==> src/rtl/mixer_param_bank.sv <==
// mixer_param_bank
// Register bank for a synth voice mixer: per-oscillator parameters (osc bank),
// common parameters (master volume, 16-byte patch name) and N_MAT modulation
// matrices. The host reads and writes through a one-hot selected bank. A dump
// engine streams the whole patch out over a valid/ready handshake.
//
// Ports
//   clk, reset_data_N        clock, async active-low reset
//   adr, bank_sel            register address / one-hot bank (bit0 osc, bit1 com, bit2+k matrix k)
//   wr_en, rd_en, data_in    host strobes and write data
//   data_out, rd_valid       read data, valid one cycle after rd_en
//   dump_start/ready         dump request and sink handshake
//   dump_byte/bank/adr/valid current dump item
//   dump_busy, dump_done     dump in progress / one-cycle completion pulse
//   osc_*, m_vol, patch_name, mat_buf  live register contents
//   mat_buf byte ((k*16+o)*V_OSC+i) holds matrix k, row o, column i.
module mixer_param_bank #(
    parameter int V_OSC = 4,
    parameter int N_MAT = 2
) (
    input  logic                          clk,
    input  logic                          reset_data_N,
    input  logic [6:0]                    adr,
    input  logic [N_MAT+1:0]              bank_sel,
    input  logic                          wr_en,
    input  logic                          rd_en,
    input  logic signed [7:0]             data_in,
    output logic signed [7:0]             data_out,
    output logic                          rd_valid,
    input  logic                          dump_start,
    output logic [7:0]                    dump_byte,
    output logic [2:0]                    dump_bank,
    output logic [6:0]                    dump_adr,
    output logic                          dump_valid,
    input  logic                          dump_ready,
    output logic                          dump_busy,
    output logic                          dump_done,
    output logic [8*V_OSC-1:0]            osc_lvl,
    output logic [8*V_OSC-1:0]            osc_mod_out,
    output logic [8*V_OSC-1:0]            osc_feedb_out,
    output logic [8*V_OSC-1:0]            osc_pan,
    output logic [8*V_OSC-1:0]            osc_mod_in,
    output logic [8*V_OSC-1:0]            osc_feedb_in,
    output logic [7:0]                    m_vol,
    output logic [8*16-1:0]               patch_name,
    output logic [8*N_MAT*16*V_OSC-1:0]   mat_buf
);

    localparam int                 SELW      = N_MAT + 2;
    localparam logic [SELW-1:0]    SEL_ZERO  = {SELW{1'b0}};
    localparam logic [SELW-1:0]    SEL_ONE   = {{(SELW-1){1'b0}}, 1'b1};
    localparam logic [6:0]         MAT_LAST  = 7'((V_OSC << 4) - 1);
    localparam logic [2:0]         LAST_BANK = 3'(N_MAT + 1);

    typedef enum logic [2:0] {ST_IDLE, ST_OSC, ST_COM, ST_MAT, ST_DONE} dump_state_t;

    // Storage: osc_r[o][p] with p = lvl, mod_out, feedb_out, pan, mod_in, feedb_in
    logic [7:0]  osc_r  [0:V_OSC-1][0:5];
    logic [7:0]  m_vol_r;
    logic [7:0]  name_r [0:15];
    logic [7:0]  mat_r  [0:N_MAT-1][0:15][0:V_OSC-1];

    logic        sel_ok_s;
    logic [2:0]  bank_num_s;
    logic [7:0]  host_val_s;
    logic [2:0]  load_bank_s;
    logic [6:0]  load_adr_s;
    logic        load_last_s;
    logic [7:0]  load_byte_s;

    dump_state_t state_r;
    logic [7:0]  dump_byte_r;
    logic [2:0]  dump_bank_r;
    logic [6:0]  dump_adr_r;
    logic        dump_valid_r;
    logic        dump_busy_r;
    logic        dump_done_r;

    // Osc-bank offset to parameter index; 15 means reserved/unmapped.
    function automatic logic [3:0] osc_param(input logic [3:0] off);
        logic [3:0] p;
        case (off)
            4'd2:    p = 4'd0;
            4'd3:    p = 4'd1;
            4'd4:    p = 4'd2;
            4'd7:    p = 4'd3;
            4'd10:   p = 4'd4;
            4'd11:   p = 4'd5;
            default: p = 4'd15;
        endcase
        return p;
    endfunction

    // Live value of register (bank number, address); unmapped reads as zero.
    function automatic logic [7:0] reg_value(input logic [2:0] bnk, input logic [6:0] a);
        logic [7:0] v;
        v = 8'h00;
        if (bnk == 3'd0) begin
            for (int o = 0; o < V_OSC; o++)
                for (int p = 0; p < 6; p++)
                    if (a[6:4] == 3'(o) && osc_param(a[3:0]) == 4'(p)) v = osc_r[o][p];
        end else if (bnk == 3'd1) begin
            if (a == 7'd1)              v = m_vol_r;
            else if (a[6:4] == 3'd1)    v = name_r[a[3:0]];
            else                        v = 8'h00;
        end else begin
            for (int k = 0; k < N_MAT; k++)
                for (int i = 0; i < V_OSC; i++)
                    if (bnk == 3'(k + 2) && a[6:4] == 3'(i)) v = mat_r[k][a[3:0]][i];
        end
        return v;
    endfunction

    // Dump order successor of (bank, adr): returns {last, next_bank, next_adr}.
    // Osc items walk the six mapped offsets plus reserved 12..15 of each oscillator.
    function automatic logic [10:0] next_item(input logic [2:0] bnk, input logic [6:0] a);
        logic [2:0] nb;
        logic [6:0] na;
        logic       last;
        nb   = bnk;
        na   = a + 7'd1;
        last = 1'b0;
        if (bnk == 3'd0) begin
            if (a[3:0] == 4'd15) begin
                if (a[6:4] == 3'(V_OSC - 1)) begin
                    nb = 3'd1;
                    na = 7'd1;
                end else begin
                    na = {a[6:4] + 3'd1, 4'd2};
                end
            end else if (a[3:0] == 4'd4) begin
                na = {a[6:4], 4'd7};
            end else if (a[3:0] == 4'd7) begin
                na = {a[6:4], 4'd10};
            end else begin
                na = a + 7'd1;
            end
        end else if (bnk == 3'd1) begin
            if (a == 7'd1)       na = 7'd16;
            else if (a == 7'd31) begin
                nb = 3'd2;
                na = 7'd0;
            end else             na = a + 7'd1;
        end else begin
            if (a == MAT_LAST) begin
                if (bnk == LAST_BANK) last = 1'b1;
                else begin
                    nb = bnk + 3'd1;
                    na = 7'd0;
                end
            end else begin
                na = a + 7'd1;
            end
        end
        return {last, nb, na};
    endfunction

    function automatic dump_state_t bank_state(input logic [2:0] bnk);
        dump_state_t s;
        if (bnk == 3'd0)      s = ST_OSC;
        else if (bnk == 3'd1) s = ST_COM;
        else                  s = ST_MAT;
        return s;
    endfunction

    // Host select decode: one-hot check and bank number.
    always_comb begin
        sel_ok_s   = (bank_sel != SEL_ZERO) && ((bank_sel & (bank_sel - SEL_ONE)) == SEL_ZERO);
        bank_num_s = 3'd0;
        for (int b = 0; b < SELW; b++) begin
            if (bank_sel[b]) bank_num_s = 3'(b);
            else             bank_num_s = bank_num_s;
        end
        host_val_s = sel_ok_s ? reg_value(bank_num_s, adr) : 8'h00;
    end

    // Item the dump engine will load next: the first item from IDLE, else the successor.
    always_comb begin
        if (state_r == ST_IDLE) begin
            load_last_s = 1'b0;
            load_bank_s = 3'd0;
            load_adr_s  = 7'h02;
        end else begin
            {load_last_s, load_bank_s, load_adr_s} = next_item(dump_bank_r, dump_adr_r);
        end
        load_byte_s = reg_value(load_bank_s, load_adr_s);
    end

    // Register file writes; non-one-hot selects and unmapped addresses are dropped.
    always_ff @(posedge clk or negedge reset_data_N) begin
        if (!reset_data_N) begin
            for (int o = 0; o < V_OSC; o++)
                for (int p = 0; p < 6; p++)
                    osc_r[o][p] <= (((p == 0) && (o < 2)) || (p == 3)) ? 8'h40 : 8'h00;
            m_vol_r <= 8'h40;
            for (int j = 0; j < 16; j++) name_r[j] <= 8'h20;
            for (int k = 0; k < N_MAT; k++)
                for (int o = 0; o < 16; o++)
                    for (int i = 0; i < V_OSC; i++)
                        mat_r[k][o][i] <= 8'h00;
        end else if (wr_en && sel_ok_s) begin
            for (int o = 0; o < V_OSC; o++)
                for (int p = 0; p < 6; p++)
                    if (bank_sel[0] && adr[6:4] == 3'(o) && osc_param(adr[3:0]) == 4'(p))
                        osc_r[o][p] <= data_in;
            if (bank_sel[1] && adr == 7'd1) m_vol_r <= data_in;
            for (int j = 0; j < 16; j++)
                if (bank_sel[1] && adr == 7'(16 + j)) name_r[j] <= data_in;
            for (int k = 0; k < N_MAT; k++)
                for (int o = 0; o < 16; o++)
                    for (int i = 0; i < V_OSC; i++)
                        if (bank_sel[k + 2] && adr == 7'((i << 4) + o)) mat_r[k][o][i] <= data_in;
        end else begin
            m_vol_r <= m_vol_r;
        end
    end

    // Host read port: one cycle latency, values sampled before any same-cycle write.
    always_ff @(posedge clk or negedge reset_data_N) begin
        if (!reset_data_N) begin
            rd_valid <= 1'b0;
            data_out <= 8'sh00;
        end else if (rd_en) begin
            rd_valid <= 1'b1;
            data_out <= host_val_s;
        end else begin
            rd_valid <= 1'b0;
            data_out <= data_out;
        end
    end

    // Dump FSM: each item is captured from the live registers when entered and
    // held until its handshake, so later host writes cannot disturb it.
    always_ff @(posedge clk or negedge reset_data_N) begin
        if (!reset_data_N) begin
            state_r      <= ST_IDLE;
            dump_byte_r  <= 8'h00;
            dump_bank_r  <= 3'd0;
            dump_adr_r   <= 7'd0;
            dump_valid_r <= 1'b0;
            dump_busy_r  <= 1'b0;
            dump_done_r  <= 1'b0;
        end else begin
            case (state_r)
                ST_IDLE: begin
                    dump_done_r <= 1'b0;
                    if (dump_start) begin
                        state_r      <= ST_OSC;
                        dump_busy_r  <= 1'b1;
                        dump_valid_r <= 1'b1;
                        dump_bank_r  <= load_bank_s;
                        dump_adr_r   <= load_adr_s;
                        dump_byte_r  <= load_byte_s;
                    end else begin
                        dump_busy_r  <= 1'b0;
                        dump_valid_r <= 1'b0;
                    end
                end
                ST_OSC, ST_COM, ST_MAT: begin
                    if (dump_valid_r && dump_ready) begin
                        if (load_last_s) begin
                            state_r      <= ST_DONE;
                            dump_valid_r <= 1'b0;
                            dump_done_r  <= 1'b1;
                        end else begin
                            state_r      <= bank_state(load_bank_s);
                            dump_bank_r  <= load_bank_s;
                            dump_adr_r   <= load_adr_s;
                            dump_byte_r  <= load_byte_s;
                        end
                    end else begin
                        state_r <= state_r;
                    end
                end
                ST_DONE: begin
                    state_r     <= ST_IDLE;
                    dump_done_r <= 1'b0;
                    dump_busy_r <= 1'b0;
                end
                default: begin
                    state_r      <= ST_IDLE;
                    dump_valid_r <= 1'b0;
                    dump_busy_r  <= 1'b0;
                    dump_done_r  <= 1'b0;
                end
            endcase
        end
    end

    assign dump_byte  = dump_byte_r;
    assign dump_bank  = dump_bank_r;
    assign dump_adr   = dump_adr_r;
    assign dump_valid = dump_valid_r;
    assign dump_busy  = dump_busy_r;
    assign dump_done  = dump_done_r;
    assign m_vol      = m_vol_r;

    for (genvar o = 0; o < V_OSC; o++) begin : g_osc
        assign osc_lvl[8*o +: 8]       = osc_r[o][0];
        assign osc_mod_out[8*o +: 8]   = osc_r[o][1];
        assign osc_feedb_out[8*o +: 8] = osc_r[o][2];
        assign osc_pan[8*o +: 8]       = osc_r[o][3];
        assign osc_mod_in[8*o +: 8]    = osc_r[o][4];
        assign osc_feedb_in[8*o +: 8]  = osc_r[o][5];
    end

    for (genvar j = 0; j < 16; j++) begin : g_name
        assign patch_name[8*j +: 8] = name_r[j];
    end

    for (genvar k = 0; k < N_MAT; k++) begin : g_mk
        for (genvar o = 0; o < 16; o++) begin : g_mo
            for (genvar i = 0; i < V_OSC; i++) begin : g_mi
                assign mat_buf[8*((k*16 + o)*V_OSC + i) +: 8] = mat_r[k][o][i];
            end
        end
    end

endmodule

==> config.mk <==
export PLATFORM = sky130hd
export DESIGN_NAME = mixer_param_bank
export DESIGN_NICKNAME = d
export VERILOG_FILES = /design/src/rtl/mixer_param_bank.sv
export SDC_FILE = /design/constraint.sdc
export NUM_CORES = 2
export LEC_CHECK = 0
export CAP_MARGIN = 20
export CELL_PAD_IN_SITES_DETAIL_PLACEMENT = 1
export CELL_PAD_IN_SITES_GLOBAL_PLACEMENT = 2
export CORE_AREA = 2 2 553 555
export DETAILED_ROUTE_END_ITERATION = 7
export DIE_AREA = 0 0 555 557
export PLACE_DENSITY_LB_ADDON = 0.1
export SYNTH_ARGS = -nofsm -noshare
export SYNTH_HDL_FRONTEND = slang
export SYNTH_SLANG_ARGS = --single-unit
==> constraint.sdc <==
create_clock -name clk -period 5.08 [get_ports clk]
set_input_delay 1.016 -clock clk [delete_from_list [all_inputs] [get_ports clk]]
set_output_delay 1.016 -clock clk [all_outputs]
set_load 0.01 [all_outputs]
# Word level (Yosys, flattened, before mapping)
# Cells that the tools add are included.
[totals]
word_cells = 886
output_inout_bits = 1382
input_bits = 25
reg_bits = 1385
[op_classes]
muxes = 151
addsub = 4
n_bitwise = 4
order_cmp = 2
n_reduce_logical = 427
n_eq_ne = 120
[ops]
columns = ["cell", "n"]
rows = [
  ["8-bit 2-to-1 mux", 80],
  ["32-bit binary-select mux with 4-bit select", 4],
  ["2-bit AND reduction", 171],
  ["32-bit 2-to-1 mux", 8],
  ["1-bit logical AND", 240],
  ["7-bit by 6-bit == test with 1-bit output, second input constant", 33],
  ["7-bit by 5-bit == test with 1-bit output, second input constant", 17],
  ["7-bit 2-to-1 mux", 14],
  ["8-bit binary-select mux with 4-bit select", 2],
  ["7-bit by 4-bit == test with 1-bit output, second input constant", 8],
  ["4-bit by 3-bit == test with 1-bit output, second input constant", 12],
  ["4-bit case mux with 6 select lines", 2],
  ["3-bit 2-to-1 mux", 15],
  ["4-bit by 2-bit == test with 1-bit output, second input constant", 10],
  ["3-bit by 2-bit == test with 1-bit output, second input constant", 12],
  ["7-bit by 3-bit == test with 1-bit output, second input constant", 4],
  ["7-bit by 1-bit == test with 1-bit output, second input constant", 3],
  ["4-bit == test, second input constant", 5],
  ["3-bit by 1-bit == test with 1-bit output, second input constant", 6],
  ["3-bit zero test", 6],
  ["4-bit zero test", 4],
  ["8-bit case mux with 2 select lines", 1],
  ["7-bit by 2-bit == test with 1-bit output, second input constant", 2],
  ["1-bit 2-to-1 mux", 14],
  ["other kinds (22)", 35],
]

# Longest topological paths before layout
[logic_depth]
word_depth = 39
depth_mapped = 19
depth_no_buf = 13

# Worst setup path before layout
# OpenSTA, ideal clock, no wires.
[synth_timing]
path_kind = "input to register"
from = "in adr[0]"
to = "reg data_out[6]"
setup_ps = 126
t_arrival_ps = 3872
path_buffers = 5
path_stages = 13
slack_ps = 1081
path_cell_list = "buf_4 > buf_2 > buf_2 > clkbuf_1 > clkbuf_1 > mux4_2 > mux4_2 > nand2_1 > nand4_1 > a211oi_1 > nor2_1 > a21oi_1 > o31ai_1"
[synth_via]
elab_chain_len = 31
word_cells_on_any_way = 86
[synth_lines]
columns = ["item", "line", "rtl"]
rows = [
  ["from (decl)", "23", "input logic [6:0] adr,"],
  ["4-bit == test (tied with other cells)", "82", "case (off)"],
  ["4-bit case mux with 6 select lines", "82", ""],
  ["4-bit 2-to-1 mux", "98", "if (bnk == 3'd0) begin"],
  ["4-bit zero test", "101", "if (a[6:4] == 3'(o) && osc_param(a[3:0]) == 4'(p)) v = osc_r[o][p];"],
  ["1-bit logical AND", "101", ""],
  ["8-bit 2-to-1 mux (24 in a row)", "101", ""],
  ["8-bit 2-to-1 mux (*)", "98", ""],
  ["8-bit 2-to-1 mux (*)", "174", "host_val_s = sel_ok_s ? reg_value(bank_num_s, adr) : 8'h00;"],
  ["to (signal assigned)", "225", "data_out <= host_val_s;"],
  ["to (signal assigned)", "228", "data_out <= data_out;"],
  ["to (decl)", "28", "output logic signed [7:0] data_out,"],
]
# Mark *: on every way between the ends. The rest lies on a longest branch, timed or not. The select of a mux whose other input is x is not followed.
# A chain may end at the register's enable or synchronous reset.

# Worst setup path after layout
[layout_timing]
from = "reg dump_adr_r[4] (netlist: dump_adr[4])"
to = "reg dump_byte_r[0] (netlist: dump_byte[0])"
[layout_via]
elab_chain_len = 39
word_cells_on_any_way = 136
[layout_lines]
columns = ["item", "line", "rtl"]
rows = [
  ["from (decl)", "74", "logic [6:0] dump_adr_r;"],
  ["from (signal assigned)", "252", "dump_adr_r <= load_adr_s;"],
  ["from (signal assigned)", "268", "dump_adr_r <= load_adr_s;"],
  ["7-bit by 5-bit == test with 1-bit output", "140", "else if (a == 7'd31) begin"],
  ["7-bit 2-to-1 mux", "140", ""],
  ["7-bit 2-to-1 mux", "139", "if (a == 7'd1) na = 7'd16;"],
  ["7-bit 2-to-1 mux", "138", "end else if (bnk == 3'd1) begin"],
  ["7-bit 2-to-1 mux", "123", "if (bnk == 3'd0) begin"],
  ["7-bit 2-to-1 mux", "179", "if (state_r == ST_IDLE) begin"],
  ["4-bit == test (tied with other cells)", "82", ""],
  ["4-bit case mux with 6 select lines", "82", ""],
  ["4-bit 2-to-1 mux", "98", ""],
  ["4-bit zero test", "101", ""],
  ["1-bit logical AND", "101", ""],
  ["8-bit 2-to-1 mux (24 in a row)", "101", ""],
  ["8-bit 2-to-1 mux", "98", ""],
  ["8-bit 2-to-1 mux", "261", "if (load_last_s) begin"],
  ["8-bit 2-to-1 mux", "260", "if (dump_valid_r && dump_ready) begin"],
  ["8-bit case mux with 2 select lines", "244", "case (state_r)"],
  ["to (signal assigned)", "253", "dump_byte_r <= load_byte_s;"],
  ["to (signal assigned)", "269", "dump_byte_r <= load_byte_s;"],
  ["to (decl)", "72", "logic [7:0] dump_byte_r;"],
]
# Parallel ways exist; a longest one is shown, timed or not. The select of a mux whose other input is x is not followed.

==> results_tabular.tex <==
\begin{tabular}{lr}
\hline
Metric & Value \\
\hline
\multicolumn{2}{l}{\textbf{Run}} \\
\quad Count of maximum capacitance violations & 0 \\
\multicolumn{2}{l}{\textbf{STA}} \\
\quad Hold slack & 0.166 ns \\
\quad Period Utilization, post-route & 0.998 \\
\quad Final hold violation count & 0 \\
\quad Clock period minus worst slack & 5.07 ns \\
\quad Pin slew with the least headroom to its limit & 1.20 ns \\
\quad Relative slew margins & 0.202 \\
\quad Post-Route Skew & 0.0528 ns \\
\quad Final-report setup violation count & 0 \\
\quad Top achievable clock speed & 197 MHz \\
\quad Count of final max-slew check failures & 0 \\
\multicolumn{2}{l}{\textbf{CTS}} \\
\quad Root Driver & sky130\_fd\_sc\_hd\_\_clkbuf\_16 \\
\quad Maximum buffer depth of the clock tree & 4 \\
\quad Clock slew at the register clock pins of the worst setup and hold paths & 0.06 ns \\
\quad Clock latency reported for the late side of the worst-skew pair & 0.91 ns \\
\quad CTS Buf Count & 180 \\
\quad Sink count of the clock tree & 1385 \\
\quad CTS tree & built \\
\quad \# H-tree levels & 4 \\
\quad \# hold bufs at CTS & 0 \\
\multicolumn{2}{l}{\textbf{Finish}} \\
\quad Signed area change from the synthesized netlist to the final layout & 38.8\% \\
\quad Top library cells by usage in the layout, fill and taps aside & sky130\_fd\_sc\_hd\_\_clkdlybuf4s50\_1, sky130\_fd\_sc\_hd\_\_mux2\_2, sky130\_fd\_sc\_hd\_\_dfrtp\_1, sky130\_fd\_sc\_hd\_\_nand2\_1, sky130\_fd\_sc\_hd\_\_buf\_4 \\
\quad Total non-filler cell area in the finished layout & 106000 sq um \\
\quad Most common cell after layout, fill and taps aside & sky130\_fd\_sc\_hd\_\_clkdlybuf4s50\_1 \\
\quad Proportion of layout cells with a drive suffix above 1 & 0.356 \\
\quad Final-stage net count & 7987 \\
\multicolumn{2}{l}{\textbf{Placement}} \\
\quad Placer Congestion & 0.962 \\
\quad Port Buffer Count & 1406 \\
\quad Placed cell area & 99600 sq um \\
\quad Total half-perimeter wirelength after legalization and detailed placement & 461000 microns \\
\multicolumn{2}{l}{\textbf{Worst setup path}} \\
\quad Highest fanout seen on the critical path & 21 \\
\quad Startpoint kind of the worst setup timing path & flop \\
\quad Launch point of the worst reg-to-reg path & dump\_adr[4]\$\_DFFE\_PN0P\_ \\
\quad Worst setup slack for register-to-register paths & 0.01 ns \\
\quad Arrival time reported for the critical path endpoint & 5.84 ns \\
\quad Endpoint kind of the worst setup timing path & flop \\
\quad Critical path type & flop to flop \\
\quad Worst Path Required & 5.85 ns \\
\quad Critical path launch point & dump\_adr[4]\$\_DFFE\_PN0P\_ \\
\multicolumn{2}{l}{\textbf{Synth}} \\
\quad Part of the Yosys area used for sequential elements & 0.455 \\
\quad Simple logic cell fraction of the synthesized area & 0.0851 \\
\quad Number of warnings reported in the yosys synthesis log & 0 \\
\quad Number of distinct standard cells referenced by the synthesized netlist & 107 \\
\quad Average cell area after synthesis & 12.3 sq um \\
\quad Synth Area in Compound Gates & 0.0847 \\
\quad Main combinational cell family by area after synthesis & multiplexers \\
\quad Gate count of the mapped netlist & 6198 \\
\quad Number of flip-flops and latches in the synthesized netlist & 1385 \\
\quad Prevailing post-synth register cell & sky130\_fd\_sc\_hd\_\_dfrtp\_1 \\
\quad Mapped cell area & 76200 sq um \\
\quad Adder and majority gate portion of the synthesized area & 0.00164 \\
\quad Area share of xor/xnor cells in the synthesized design & 0.000574 \\
\quad Fraction of synthesis flops using an asynchronous set or reset pin & 1.00 \\
\quad Post-synth EDFFs & 0 \\
\quad Share of synthesized area spent on multiplexers & 0.343 \\
\quad Synthesized Nets & 6233 \\
\multicolumn{2}{l}{\textbf{GRT}} \\
\quad Antenna violations before repair & 61 \\
\quad Vias in the first global route & 71400 \\
\quad GR Util All Layers & 0.376 \\
\quad Grt total ovfl & 0 \\
\quad Largest net degree at the start of global routing & 130 \\
\quad Wire length of the first global-routing pass & 770000 microns \\
\multicolumn{2}{l}{\textbf{Detailed routing}} \\
\quad Total detailed-routing wirelength & 597000 microns \\
\quad First-pass iteration count of the detailed router & 6 \\
\quad Number of design rule violations left after detail routing & 0 \\
\quad DR vias & 71700 \\
\quad Routed vias/inst & 5.91 \\
\quad Remaining antenna violation count & 0 \\
\quad Detailed-route wire length per cell & 49.3 microns \\
\quad Iter 0 DRT Violations & 7763 \\
\multicolumn{2}{l}{\textbf{Die}} \\
\quad \# rows & 203 \\
\quad Overall die width & 555 microns \\
\quad Core Area & 304000 sq um \\
\quad Initial cell density of the core & 0.251 \\
\quad Die H & 557 microns \\
\quad Total die area & 309000 sq um \\
\quad Num ports & 1407 \\
\multicolumn{2}{l}{\textbf{Power and ir drop}} \\
\quad Worst vdd rail ir drop & 0.000496 V \\
\quad Lkg Pwr & 45.3 nW \\
\quad Power per Cell Area & 414 nW/um\^{}2 \\
\multicolumn{2}{l}{\textbf{Hold path}} \\
\quad Hold/Removal Path Class & input pin to async pin \\
\multicolumn{2}{l}{\textbf{Outcome}} \\
\quad Status & complete, no violations \\
\hline
\end{tabular}
-- registers in the layout, summed over array words and instances, names as in the netlist, 7 cells and up --
signal / cells
osc_feedb_out: 32
osc_feedb_in: 32
osc_pan: 32
dump_byte: 8
osc_mod_out: 32
data_out: 8
dump_adr: 7
osc_mod_in: 32
mat_buf: 1024
m_vol: 8
osc_lvl: 32
patch_name: 128
-- cell usage after synthesis, types with 8 or more instances --
| master | count | area [sq um] |
|---|---|---|
| sky130_fd_sc_hd__o31a_1 | 23 | 201 |
| sky130_fd_sc_hd__and3_1 | 39 | 244 |
| sky130_fd_sc_hd__nor3_2 | 8 | 80.1 |
| sky130_fd_sc_hd__dfrtp_1 | 1362 | 34100 |
| sky130_fd_sc_hd__or3_1 | 17 | 106 |
| sky130_fd_sc_hd__o211ai_1 | 22 | 165 |
| sky130_fd_sc_hd__mux2_2 | 1385 | 15600 |
| sky130_fd_sc_hd__o21ai_1 | 10 | 50.1 |
| sky130_fd_sc_hd__a221o_1 | 16 | 160 |
| sky130_fd_sc_hd__mux2i_1 | 199 | 1990 |
| sky130_fd_sc_hd__nor2_1 | 228 | 856 |
| sky130_fd_sc_hd__buf_2 | 165 | 826 |
| sky130_fd_sc_hd__o221ai_1 | 38 | 333 |
| sky130_fd_sc_hd__a22o_1 | 11 | 96.3 |
| sky130_fd_sc_hd__buf_1 | 40 | 150 |
| sky130_fd_sc_hd__inv_1 | 19 | 71.3 |
| sky130_fd_sc_hd__a311oi_1 | 42 | 368 |
| sky130_fd_sc_hd__clkbuf_1 | 259 | 972 |
| sky130_fd_sc_hd__ha_1 | 10 | 125 |
| sky130_fd_sc_hd__nand2_1 | 767 | 2880 |
| sky130_fd_sc_hd__a22oi_1 | 109 | 818 |
| sky130_fd_sc_hd__nor2_2 | 11 | 68.8 |
| sky130_fd_sc_hd__nor3_1 | 55 | 275 |
| sky130_fd_sc_hd__nor4_1 | 15 | 93.8 |
| sky130_fd_sc_hd__a32oi_1 | 78 | 683 |
| sky130_fd_sc_hd__o22ai_1 | 39 | 244 |
| sky130_fd_sc_hd__a31oi_1 | 48 | 300 |
| sky130_fd_sc_hd__nand3_1 | 177 | 886 |
| sky130_fd_sc_hd__o21ai_0 | 84 | 420 |
| sky130_fd_sc_hd__mux4_2 | 379 | 8540 |
| sky130_fd_sc_hd__a211oi_1 | 39 | 293 |
| sky130_fd_sc_hd__a221oi_1 | 48 | 420 |
| sky130_fd_sc_hd__a2111oi_0 | 10 | 87.6 |
| sky130_fd_sc_hd__o31ai_1 | 14 | 105 |
| sky130_fd_sc_hd__dfstp_2 | 23 | 604 |
| sky130_fd_sc_hd__nand4_1 | 59 | 369 |
| sky130_fd_sc_hd__nor2b_1 | 8 | 50.1 |
| sky130_fd_sc_hd__buf_4 | 30 | 225 |
| sky130_fd_sc_hd__a21oi_1 | 131 | 656 |
-- timing repair --
action                     CTS  global route
pin swaps                    1             0
setup endpoints to repair    8             7
gates cloned                 0             0
setup buffers                2             0
gates resized for setup     10            10
hold endpoints to repair     0             0
-- metrics by stage --
stage | utilization | cells | setup WS (ns) | power, mW | TNS [ns]
final | 0.348 | 12100 | 0.0113 | 43.9 | 0
after global routing | 0.348 | 12100 | -0.00187 | 44.5 | -0.00249
after CTS | 0.348 | 12100 | 0.00372 | 43.6 | 0
after detailed placement | 0.328 | 11800 | -0.602 | 29.9 | -1.88
after global placement | 0.328 | 11800 | -0.603 | 29.9 | -2.33
after floorplan | - | 6198 | 1.08 | 19.4 | 0
-- report_power, final --
part           internal, mW  switching (mW)
Sequential             11.3           0.606
Clock                  7.92            5.66
Combinational          5.41            13.0
-- path summary, 6_finish.rpt --
| check | end | cells past startpoint |
|---|---|---|
| max in group asynchronous | mat_buf[422]$_DFFE_PN0P_ | 2 |
| worst max register to register | dump_byte[0]$_DFFE_PN0P_ | 16 |
| worst min register to register | data_out[2]$_DFFE_PN0P_ | 2 |
| min in group clk | data_out[2]$_DFFE_PN0P_ | 2 |
| worst max-delay path | dump_byte[0]$_DFFE_PN0P_ | 16 |
| worst min-delay path | osc_lvl[17]$_DFFE_PN0P_ | 1 |
-- worst max-delay path, cell delays in order (launching register included) --
cell                      delay [ns]
sky130_fd_sc_hd__dfrtp_1        0.45
sky130_fd_sc_hd__inv_1          0.14
sky130_fd_sc_hd__ha_1           0.16
sky130_fd_sc_hd__nand2_1        0.07
sky130_fd_sc_hd__nor4_2         0.62
sky130_fd_sc_hd__o21a_1         0.29
sky130_fd_sc_hd__o21a_4         0.33
sky130_fd_sc_hd__buf_12         0.25
sky130_fd_sc_hd__nor2_4         0.08
sky130_fd_sc_hd__buf_12         0.19
sky130_fd_sc_hd__buf_4          0.23
sky130_fd_sc_hd__a32o_1         0.21
sky130_fd_sc_hd__o21ai_0        0.70
sky130_fd_sc_hd__a211o_1        0.39
sky130_fd_sc_hd__nand4_1        0.32
sky130_fd_sc_hd__buf_4          0.25
sky130_fd_sc_hd__a41oi_1        0.20
-- logic make-up (layout without fill, tap and decap cells) --
family	count (synthesis)	in the layout
AND/OR/NAND/NOR	1441	1441
XOR/XNOR	5	5
AO/OA/AOI/OAI	874	874
multiplexers	1965	1965
other	0	22
buffers and inverters	518	2416
flip-flops	1385	1385
adder cells (fa/ha/maj)	10	10
-- layout make-up --
cell class	instances	area [sq um]
clock inverter	60	746
antenna	22	55.1
multi-input combinational	4295	39700
sequential	1385	34700
tap	3997	5000
timing repair buffer	2070	20300
clock buffer	266	5320
inverter	20	75.1
fill	32300	198000
-- per-layer routing --
layer  GRT usage  wire length (microns)  vias to the layer above
li1            -                      -                    27200
met1       0.496                 252000                    39600
met2       0.574                 263000                     3913
met3      0.0964                  49100                      862
met4       0.175                  33000                       24
met5           0                    145                        -
(Power assumes the default switching activity.)
